### src/rtl/exec_pkg.sv
// Shared types for the execute unit: opcodes, FSM states and the immediate sign-extension helper.
package exec_pkg;

  typedef enum logic [2:0] {
    OP_ADD  = 3'd0,
    OP_ADDI = 3'd1,
    OP_SUB  = 3'd2,
    OP_NAND = 3'd3,
    OP_BNE  = 3'd4,
    OP_LW   = 3'd5,
    OP_SW   = 3'd6,
    OP_J    = 3'd7
  } op_t;

  typedef enum logic [1:0] {
    IDLE   = 2'd0,
    SETUP  = 2'd1,
    ACCESS = 2'd2,
    DONE   = 2'd3
  } state_t;

  localparam int unsigned SEXT_MAX_W = 64;

  // Sign-extends the low w bits of v to SEXT_MAX_W; callers cast down to their own width.
  function automatic logic [SEXT_MAX_W-1:0] sext(input logic [SEXT_MAX_W-1:0] v,
                                                 input int unsigned w);
    logic signed [SEXT_MAX_W-1:0] t;
    t = $signed(v << (SEXT_MAX_W - w));
    return t >>> (SEXT_MAX_W - w);
  endfunction

endpackage

### src/rtl/exec_apb_master.sv
// APB master for LW/SW: SETUP/ACCESS sequencing and registered APB outputs.
// Optional ACCESS-phase abort counter is compiled in with EXEC_APB_TIMEOUT_EN.
module exec_apb_master
  import exec_pkg::*;
#(
  parameter int WIDTH   = 16,
  parameter int ADDR_W  = 16,
  parameter int TIMEOUT = 15
) (
  input  logic              clk,
  input  logic              reset_n,
  input  logic              req,
  input  logic              wr,
  input  logic [ADDR_W-1:0] addr,
  input  logic [WIDTH-1:0]  wdata,
  output logic              rsp,
  output logic [WIDTH-1:0]  rdata,
  output logic              rerr,
  output logic              psel,
  output logic              penable,
  output logic              pwrite,
  output logic [ADDR_W-1:0] paddr,
  output logic [WIDTH-1:0]  pwdata,
  input  logic [WIDTH-1:0]  prdata,
  input  logic              pready,
  input  logic              pslverr
);

  logic              psel_q, psel_d;
  logic              penable_q, penable_d;
  logic              pwrite_q, pwrite_d;
  logic [ADDR_W-1:0] paddr_q, paddr_d;
  logic [WIDTH-1:0]  pwdata_q, pwdata_d;
  logic              in_setup, in_access, timeout;

  assign in_setup  = psel_q & ~penable_q;
  assign in_access = psel_q & penable_q;

`ifdef EXEC_APB_TIMEOUT_EN
  localparam int CNT_W = $clog2(TIMEOUT + 1);
  logic [CNT_W-1:0] cnt_q, cnt_d;

  // Abort at the end of the TIMEOUT-th stalled ACCESS cycle; pready in that cycle still wins.
  assign timeout = in_access & ~pready & (cnt_q == CNT_W'(TIMEOUT - 1));

  always_comb begin
    cnt_d = cnt_q;
    if (in_setup) begin
      cnt_d = '0;
    end else if (in_access && !pready) begin
      cnt_d = cnt_q + CNT_W'(1);
    end
  end

  always_ff @(posedge clk or negedge reset_n) begin
    if (!reset_n) begin
      cnt_q <= '0;
    end else begin
      cnt_q <= cnt_d;
    end
  end
`else
  assign timeout = 1'b0;
`endif

  assign rsp   = in_access & (pready | timeout);
  assign rdata = prdata;
  assign rerr  = pready ? pslverr : 1'b1;

  always_comb begin
    psel_d    = psel_q;
    penable_d = penable_q;
    pwrite_d  = pwrite_q;
    paddr_d   = paddr_q;
    pwdata_d  = pwdata_q;
    if (req) begin
      psel_d    = 1'b1;
      penable_d = 1'b0;
      pwrite_d  = wr;
      paddr_d   = addr;
      pwdata_d  = wdata;
    end else if (in_setup) begin
      penable_d = 1'b1;
    end else if (rsp) begin
      psel_d    = 1'b0;
      penable_d = 1'b0;
    end
  end

  always_ff @(posedge clk or negedge reset_n) begin
    if (!reset_n) begin
      psel_q    <= 1'b0;
      penable_q <= 1'b0;
      pwrite_q  <= 1'b0;
      paddr_q   <= '0;
      pwdata_q  <= '0;
    end else begin
      psel_q    <= psel_d;
      penable_q <= penable_d;
      pwrite_q  <= pwrite_d;
      paddr_q   <= paddr_d;
      pwdata_q  <= pwdata_d;
    end
  end

  assign psel    = psel_q;
  assign penable = penable_q;
  assign pwrite  = pwrite_q;
  assign paddr   = paddr_q;
  assign pwdata  = pwdata_q;

endmodule

### src/rtl/exec_unit.sv
// Execute unit: ALU ops complete in one cycle, LW/SW run as APB transfers via exec_apb_master.
// EXEC_APB_TIMEOUT_EN enables the APB ACCESS-phase timeout abort.
module exec_unit
  import exec_pkg::*;
#(
  parameter int WIDTH   = 16,
  parameter int ADDR_W  = 16,
  parameter int IMM_W   = 7,
  parameter int TIMEOUT = 15
) (
  input  logic              clk,
  input  logic              reset_n,
  input  logic              start,
  input  op_t               op,
  input  logic [WIDTH-1:0]  a,
  input  logic [WIDTH-1:0]  b,
  input  logic [IMM_W-1:0]  imm,
  output logic [WIDTH-1:0]  result,
  output logic              done,
  output logic              busy,
  output logic              err,
  output logic              psel,
  output logic              penable,
  output logic              pwrite,
  output logic [ADDR_W-1:0] paddr,
  output logic [WIDTH-1:0]  pwdata,
  input  logic [WIDTH-1:0]  prdata,
  input  logic              pready,
  input  logic              pslverr
);

  state_t           state_q, state_d;
  op_t              op_q, op_d;
  logic [WIDTH-1:0] result_q, result_d;
  logic             err_q, err_d;

  logic [WIDTH-1:0] imm_ext, sum_imm, alu_res;
  logic             accept, is_mem, req, rsp, rerr;
  logic [WIDTH-1:0] rdata;

  assign imm_ext = WIDTH'(sext(SEXT_MAX_W'(imm), IMM_W));
  assign sum_imm = a + imm_ext;
  assign accept  = start & ((state_q == IDLE) | (state_q == DONE));
  assign is_mem  = (op == OP_LW) | (op == OP_SW);
  assign req     = accept & is_mem;

  always_comb begin
    alu_res = sum_imm;
    case (op)
      OP_ADD:  alu_res = a + b;
      OP_SUB:  alu_res = a - b;
      OP_NAND: alu_res = ~(a & b);
      default: alu_res = sum_imm;
    endcase
  end

  always_comb begin
    state_d  = state_q;
    op_d     = op_q;
    result_d = result_q;
    err_d    = 1'b0;
    case (state_q)
      IDLE, DONE: begin
        if (accept) begin
          op_d = op;
          if (is_mem) begin
            state_d = SETUP;
          end else begin
            state_d  = DONE;
            result_d = alu_res;
          end
        end else begin
          state_d = IDLE;
        end
      end
      SETUP: state_d = ACCESS;
      ACCESS: begin
        if (rsp) begin
          state_d = DONE;
          err_d   = rerr;
          // A timeout abort (no pready) leaves the previous result in place.
          if (op_q == OP_LW && pready) begin
            result_d = rdata;
          end
        end
      end
      default: state_d = IDLE;
    endcase
  end

  always_ff @(posedge clk or negedge reset_n) begin
    if (!reset_n) begin
      state_q  <= IDLE;
      op_q     <= OP_ADD;
      result_q <= '0;
      err_q    <= 1'b0;
    end else begin
      state_q  <= state_d;
      op_q     <= op_d;
      result_q <= result_d;
      err_q    <= err_d;
    end
  end

  exec_apb_master #(
    .WIDTH   (WIDTH),
    .ADDR_W  (ADDR_W),
    .TIMEOUT (TIMEOUT)
  ) u_apb (
    .clk     (clk),
    .reset_n (reset_n),
    .req     (req),
    .wr      (op == OP_SW),
    .addr    (sum_imm[ADDR_W-1:0]),
    .wdata   (b),
    .rsp     (rsp),
    .rdata   (rdata),
    .rerr    (rerr),
    .psel    (psel),
    .penable (penable),
    .pwrite  (pwrite),
    .paddr   (paddr),
    .pwdata  (pwdata),
    .prdata  (prdata),
    .pready  (pready),
    .pslverr (pslverr)
  );

  assign result = result_q;
  assign err    = err_q;
  assign done   = (state_q == DONE);
  assign busy   = (state_q == SETUP) | (state_q == ACCESS);

endmodule

### config.mk
export PLATFORM = sky130hd
export DESIGN_NAME = exec_unit
export DESIGN_NICKNAME = d
export VERILOG_FILES = /design/src/rtl/exec_pkg.sv /design/src/rtl/exec_apb_master.sv /design/src/rtl/exec_unit.sv
export SDC_FILE = /design/constraint.sdc
export NUM_CORES = 1
export LEC_CHECK = 0
export CORE_MARGIN = 2
export CORE_UTILIZATION = 45
export DETAILED_ROUTE_END_ITERATION = 16
export GPL_TIMING_DRIVEN = 0
export PLACE_DENSITY = 0.87
export RECOVER_POWER = 100
export SLEW_MARGIN = 20
export SYNTH_ARGS = -nofsm -noshare
export SYNTH_HDL_FRONTEND = slang
export SYNTH_SLANG_ARGS = --single-unit
### constraint.sdc
create_clock -name clk -period 2 [get_ports clk]
set_clock_uncertainty 0.1 [all_clocks]
set_input_delay 0.3 -clock clk [delete_from_list [all_inputs] [get_ports clk]]
set_output_delay 0.3 -clock clk [all_outputs]
set_load 0.1 [all_outputs]
Word-level counts from Yosys, hierarchy flattened

Cells that the tools add are included.

Flip-flop bits (word level): 57
Input bits: 63
Output and inout bits: 54
Logic and storage cells: 64

$add $sub $neg: 3
Equality and inequality tests: 13
Mux-type cells: 18
Bitwise operators: 11
Reduce and logical (&&, ||, !) cells: 10

Operators by type and width:

| operator                                                              | count |
|---|---|
| 16-bit 2-to-1 mux                                                     | 4 |
| 16-bit one-hot mux with 3 select lines                                | 1 |
| 16-bit adder                                                          | 2 |
| 16-bit one-hot mux with 2 select lines                                | 1 |
| 16-bit bitwise AND                                                    | 1 |
| 16-bit NOT                                                            | 1 |
| 16-bit subtractor                                                     | 1 |
| 2-bit != test, second input constant                                  | 5 |
| 3-bit equality test, second input constant                            | 3 |
| 1-bit 2-to-1 mux                                                      | 8 |
| 3-bit by 2-bit equality test with 1-bit output, second input constant | 2 |
| 2-bit 2-to-1 mux                                                      | 3 |
| 2-bit one-hot mux with 3 select lines                                 | 1 |
| 1-bit bitwise AND                                                     | 5 |
| 5-bit AND reduction                                                   | 1 |
| 2-bit equality test, second input constant                            | 2 |
| 2-bit AND reduction                                                   | 2 |
| 2-bit nonzero test                                                    | 2 |
| 3-bit logical NOT                                                     | 1 |
| 1-bit bitwise OR                                                      | 3 |
| 3-bit nonzero test                                                    | 1 |
| 2-bit by 1-bit equality test with 1-bit output, second input constant | 1 |
| 2-bit logical NOT                                                     | 1 |
| 2-bit OR reduction                                                    | 1 |
| other kinds (2)                                                       | 2 |

Logic depth before layout (Yosys ltp)

Word-level depth: 6
Gate-level depth with buffers: 15
Depth with buffers taken out: 14

Cells and area by module

A second synthesis with hierarchy kept.

Cells, all modules: 520
Area total of the unflattened synthesis: 4873.4 µm²

Modules (own cells, without submodules):

| module          | instances | cells each | area an instance (µm²) | seq. area each (µm²) |
|---|---|---|---|---|
| exec_unit       | 1         | 426        | 3296.9                 | 550.5 |
| exec_apb_master | 1         | 94         | 1576.5                 | 875.8 |

Worst setup path after synthesis

No wires, ideal clock.

Path type: input-to-reg
From: input port op[2]
To: register result_q[12] (netlist: result[12])
Setup time: 0.069 ns
Arrival time: 2.900 ns
Required time: 1.831 ns
Slack: -1.068 ns
Stages on the path: 14
Path buffers: 2
Cell sequence: buf_2 > nor2_1 > clkbuf_1 > nand2_1 > nand2_1 > o21ai_0 > fa_1 > nor2b_1 > o211ai_1 > a21oi_2 > a21boi_0 > xor2_1 > o311ai_0 > a22o_1

Cells in the longest elaborated chain, start to end: 5
Elaborated cells on any way between the ends: 12
Those cells by class: eq/ne: 5; mux: 4; bitwise: 1; reduce/logical: 2

RTL lines:

| what                                                                                       | RTL line         | text |
|---|---|---|
| from (decl)                                                                                | exec_unit.sv:14  | `input op_t op,` |
| 3-bit by 2-bit equality test with 1-bit output / 3-bit logical NOT (equally long branches) | exec_unit.sv:49  | `case (op)` |
| 16-bit one-hot mux with 3 select lines                                                     | exec_unit.sv:49  |  |
| 16-bit 2-to-1 mux                                                                          | exec_unit.sv:66  | `if (is_mem) begin` |
| 16-bit 2-to-1 mux                                                                          | exec_unit.sv:64  | `if (accept) begin` |
| 16-bit one-hot mux with 2 select lines                                                     | exec_unit.sv:62  | `case (state_q)` |
| to (signal assigned)                                                                       | exec_unit.sv:100 | `result_q <= result_d;` |
| to (decl)                                                                                  | exec_unit.sv:34  | `logic [WIDTH-1:0] result_q, result_d;` |

Parallel ways exist; a longest one is shown, timed or not. The select of a mux whose other input is x is not followed.
A chain may end at the register's enable or synchronous reset.

Worst setup path in the final report

From: input port b[3]
To: register result_q[13] (netlist: result[13])

Cells in the longest elaborated chain, start to end: 5
Elaborated cells on any way between the ends: 6
Those cells by class: add/sub: 2; mux: 4

RTL lines:

| what                                                     | RTL line                         | text |
|---|---|---|
| from (decl)                                              | exec_unit.sv:16                  | `input logic [WIDTH-1:0] b,` |
| 16-bit subtractor / 16-bit adder (equally long branches) | exec_unit.sv:51, exec_unit.sv:50 |  |
| 16-bit one-hot mux with 3 select lines (*)               | exec_unit.sv:49                  |  |
| 16-bit 2-to-1 mux (*)                                    | exec_unit.sv:66                  |  |
| 16-bit 2-to-1 mux (*)                                    | exec_unit.sv:64                  |  |
| 16-bit one-hot mux with 2 select lines (*)               | exec_unit.sv:62                  |  |

Mark *: on every way between the ends. The rest lies on a longest branch, timed or not. The select of a mux whose other input is x is not followed.

==> key figures <==
Setup path
  – CP dominant cell by count: xor2_1
  – CP Cell Sequence: buf_12 -> nor4_4 -> nand2_1 -> or2_4 -> o31ai_4 -> xor2_1 -> ha_1 -> buf_6 -> and2_4 -> o21a_1 -> a221oi_2 -> xor2_1 -> o221ai_1
  – Data required, critical path: 2.12 ns
  – Slowest cell on the critical path: xor2_1
  – Data arrival, critical path: 2.93 ns
  – Slowest cell delay on critical path: 0.31 ns
  – Kind of critical path: in -> reg
  – Startpoint Class: input pin
  – Max FO, Critical Path: 4
  – Critical Path Sink Type: register

Timing
  – Achievable Freq: approximately 360 MHz
  – RSZ-0062 raised after global routing: true
  – Final setup TNS: -8.20 ns
  – Setup Viol. Count Final: 16
  – Fin Hold WS: roughly 0.077 ns
  – Period utilisation layout: 1.40
  – Final Hold Fails: 0
  – Slew headroom: 0.136
  – Final worst setup slack: -0.806 ns
  – Worst-margin pin slew: 1.30 ns
  – Slew Viols, Final: 0
  – Tmin final: 2.81 ns

Placed design
  – Placed Area: between 0.006 and 0.007 mm2
  – Gpl congestion: 0.919
  – Placed Cells: 819
  – PortBufs: 116
  – Hpwl dp: approximately 12000 um

Final layout
  – Net count, final: 836
  – Syn-to-layout area delta: 52.4%
  – Layout cell share with drive strength beyond 1: 0.287
  – Cell area after layout: 0.00685 mm2
  – Post-route insts no fill: 875
  – Post-layout util: 0.704
  – N_diodes: 0

Floorplanning
  – Starting Density: 0.462
  – IO Pins: 117
  – Core Region: roughly 0.01 mm2
  – Die width: 104 um
  – DIE AREA: roughly 0.011 mm2
  – Die height: 104 um
  – Num rows: 36

Yosys
  – Post-synth net total: ~670
  – Post-synth cell types: 52
  – Mean area per synthesized cell: 7.89 um2
  – Simple-gate area share of the yosys netlist: 0.217
  – Top cells by area, synth: dfrtp_1, nand2_1, ha_1, a21oi_1, o21ai_0
  – Post-synth ARST share: 1.00
  – XOR/XNOR Fraction of Synth Area: 0.0799
  – Cell Area, Synth: 0.00450 mm2
  – Sequential share of the synthesized area: 0.317
  – Yosys reg bits: 57
  – Largest family of logic cells by synthesized area: compound AO/OA/AOI/OAI gates
  – Cell taking the most area after synthesis: dfrtp_1
  – Ys flop type: dfrtp_1
  – Mux contribution to synthesized area: 0.00668
  – Warnings, synthesis: 0
  – Area share of fa/ha/maj cells after synthesis: 0.104
  – Syn Inst Count: 570
  – EDFF count, synth: 0
  – Compound-cell area share of the yosys netlist: 0.237
  – Synth top area share: 0.317

Clocking
  – Clock transition at path regs: 0.08 ns
  – CTS tree: yes
  – CTS root buf: clkbuf_8
  – Clk sink count: 57
  – Worst-Skew Late Latency: 0.36 ns
  – CTS max path bufs: 2
  – H-tree depth: 3
  – Inserted Clock Buffers: 9

Run
  – Max-cap viol count: 0

GRT
  – GRT Residual Overflow: 0
  – First-pass GRT wire length: 26900 um
  – Largest net degree at the start of global routing: 58
  – M3 GR Usage: 0.0451
  – Vias in the first global route: approximately 5100
  – Total Routing Usage GR: 0.315
  – Met2 Use GR: 0.543
  – GR peak layer: met2
  – GR met1 Demand/Resource: 0.395
  – Initial antenna violation count: 0

Drt
  – Via count: 5229
  – Detail Route Antenna Nets: 0
  – Via/cell ratio: 5.98
  – DRT Pass-1 Iters: 5
  – DR WL/cell: 20.4 um
  – Drc violations: 0
  – 1st-iter DRT viols: roughly 450
  – Drt total wl: roughly 18000 um

Power and ir drop
  – P_leak: 3.14 nW
  – Max VDD drop: 0.000982 V
  – Pwr per Cell Area: 1560 mW/mm2

Run status
  – Violated checks: negative setup slack
  – Status: finished, violations left

Hold path
  – Hold/Removal Path Class: in -> reg
cell usage after synthesis, types with 5 or more instances:
master      n
ha_1       34
clkbuf_1   18
o211ai_1    7
nand3_1    10
and2_1      5
nor2_1     25
nor2b_1     6
o31ai_1     5
a221oi_1    6
xor2_1     19
nor3_1      5
inv_1      23
nand2_1   131
a21oi_1    62
o21a_1      5
a21o_1     11
dfrtp_1    57
a211oi_1   14
o21ai_0    39
xnor2_1    22
nand2b_1    8
routing by layer:
layer	part of all wire	up-vias
li1	-	2355
met1	0.40	2531
met2	0.49	296
met3	0.079	47
met4	0.028	0
met5	0	-
area by class of cell:
class / instances / area (um2)
multi-input combinational: 468 / 3520
fill: 789 / 2880
sequential: 57 / 1430
timing repair buffer: 158 / 1320
tap: 133 / 166
buffer: 20 / 164
clock buffer: 9 / 124
inverter: 23 / 90.1
clock inverter: 7 / 46.3
stage by stage:
step | setup slack [ns] | power [mW]
after floorplan | -0.757 | 7.63
after global placement | -1.89 | 9.41
after detailed placement | -1.95 | 9.55
after CTS | -0.713 | 10.5
after global routing | -1.00 | 11.1
final | -0.806 | 10.7
path summary, 6_finish.rpt:
check / startpoint / to / slack [ns] / depth (start not counted)
worst max-delay path: b[3] / result[13] / -0.81 / 13
worst min-delay path: b[5] / u_apb.pwdata[5] / 0.08 / 3
worst max register to register: state_q[0] / result[14] / -0.45 / 7
worst min register to register: u_apb.pwdata[15] / u_apb.pwdata[15] / 0.37 / 2
max in group asynchronous: reset_n / result[9] / 0.32 / 2
min in group asynchronous: reset_n / u_apb.pwdata[6] / 0.67 / 2
worst max-delay path, delay by kind of cell:
kind | cells | cell delay [ns]
AOI/OAI and AO/OA | 4 | 0.75
xor gates and xnor gates | 2 | 0.50
adders and majority gates | 1 | 0.29
buffers and inverters | 2 | 0.24
and+or+nand+nor | 4 | 0.85
what timing repair did:
item | CTS | global route
endpoints found under the setup margin | 97 | 65
endpoints found under the hold margin | 57 | 0
cloned | 0 | 0
hold buffers | 1 | 0
gates resized for setup | 252 | 92
buffers inserted | 34 | 8
pin swaps | 63 | 39
kinds of logic after synthesis:
logic type	count (synthesis)
DFF	57
AOI/OAI and AO/OA	174
adders and majority gates	36
and+or+nand+nor	214
buffers and inverters	45
muxes	3
xor gates and xnor gates	41
power breakdown:
group          internal (mW)  switching (mW)  total (mW)
Clock                  0.446           0.571        1.02
Sequential              1.69           0.320        2.01
Combinational           1.76            5.90        7.66
placed cells by master, fill, tap and decap left out, drive strengths merged, types with 6 or more instances in the layout:
cell           count
clkbuf            50
nor3               6
o211ai             7
nor2b              6
inv               23
nand3             10
a221oi             6
a21oi             63
a21o              11
nor2              25
xor2              19
xnor2             22
nand2            131
buf               68
o21ai             40
ha                34
nor4               6
clkdlybuf4s15     16
nand2b             8
dlygate4sd2       24
clkdlybuf4s50     26
dfrtp             57
a211oi            14
flip-flops by register name, summed over array words and instances, names as in the netlist, 2 cells and up:
register / count
u_apb.pwdata: 16
op_q: 3
state_q: 2
result: 16
u_apb.paddr: 16
No activity file was read; power rests on OpenSTA's default activity.
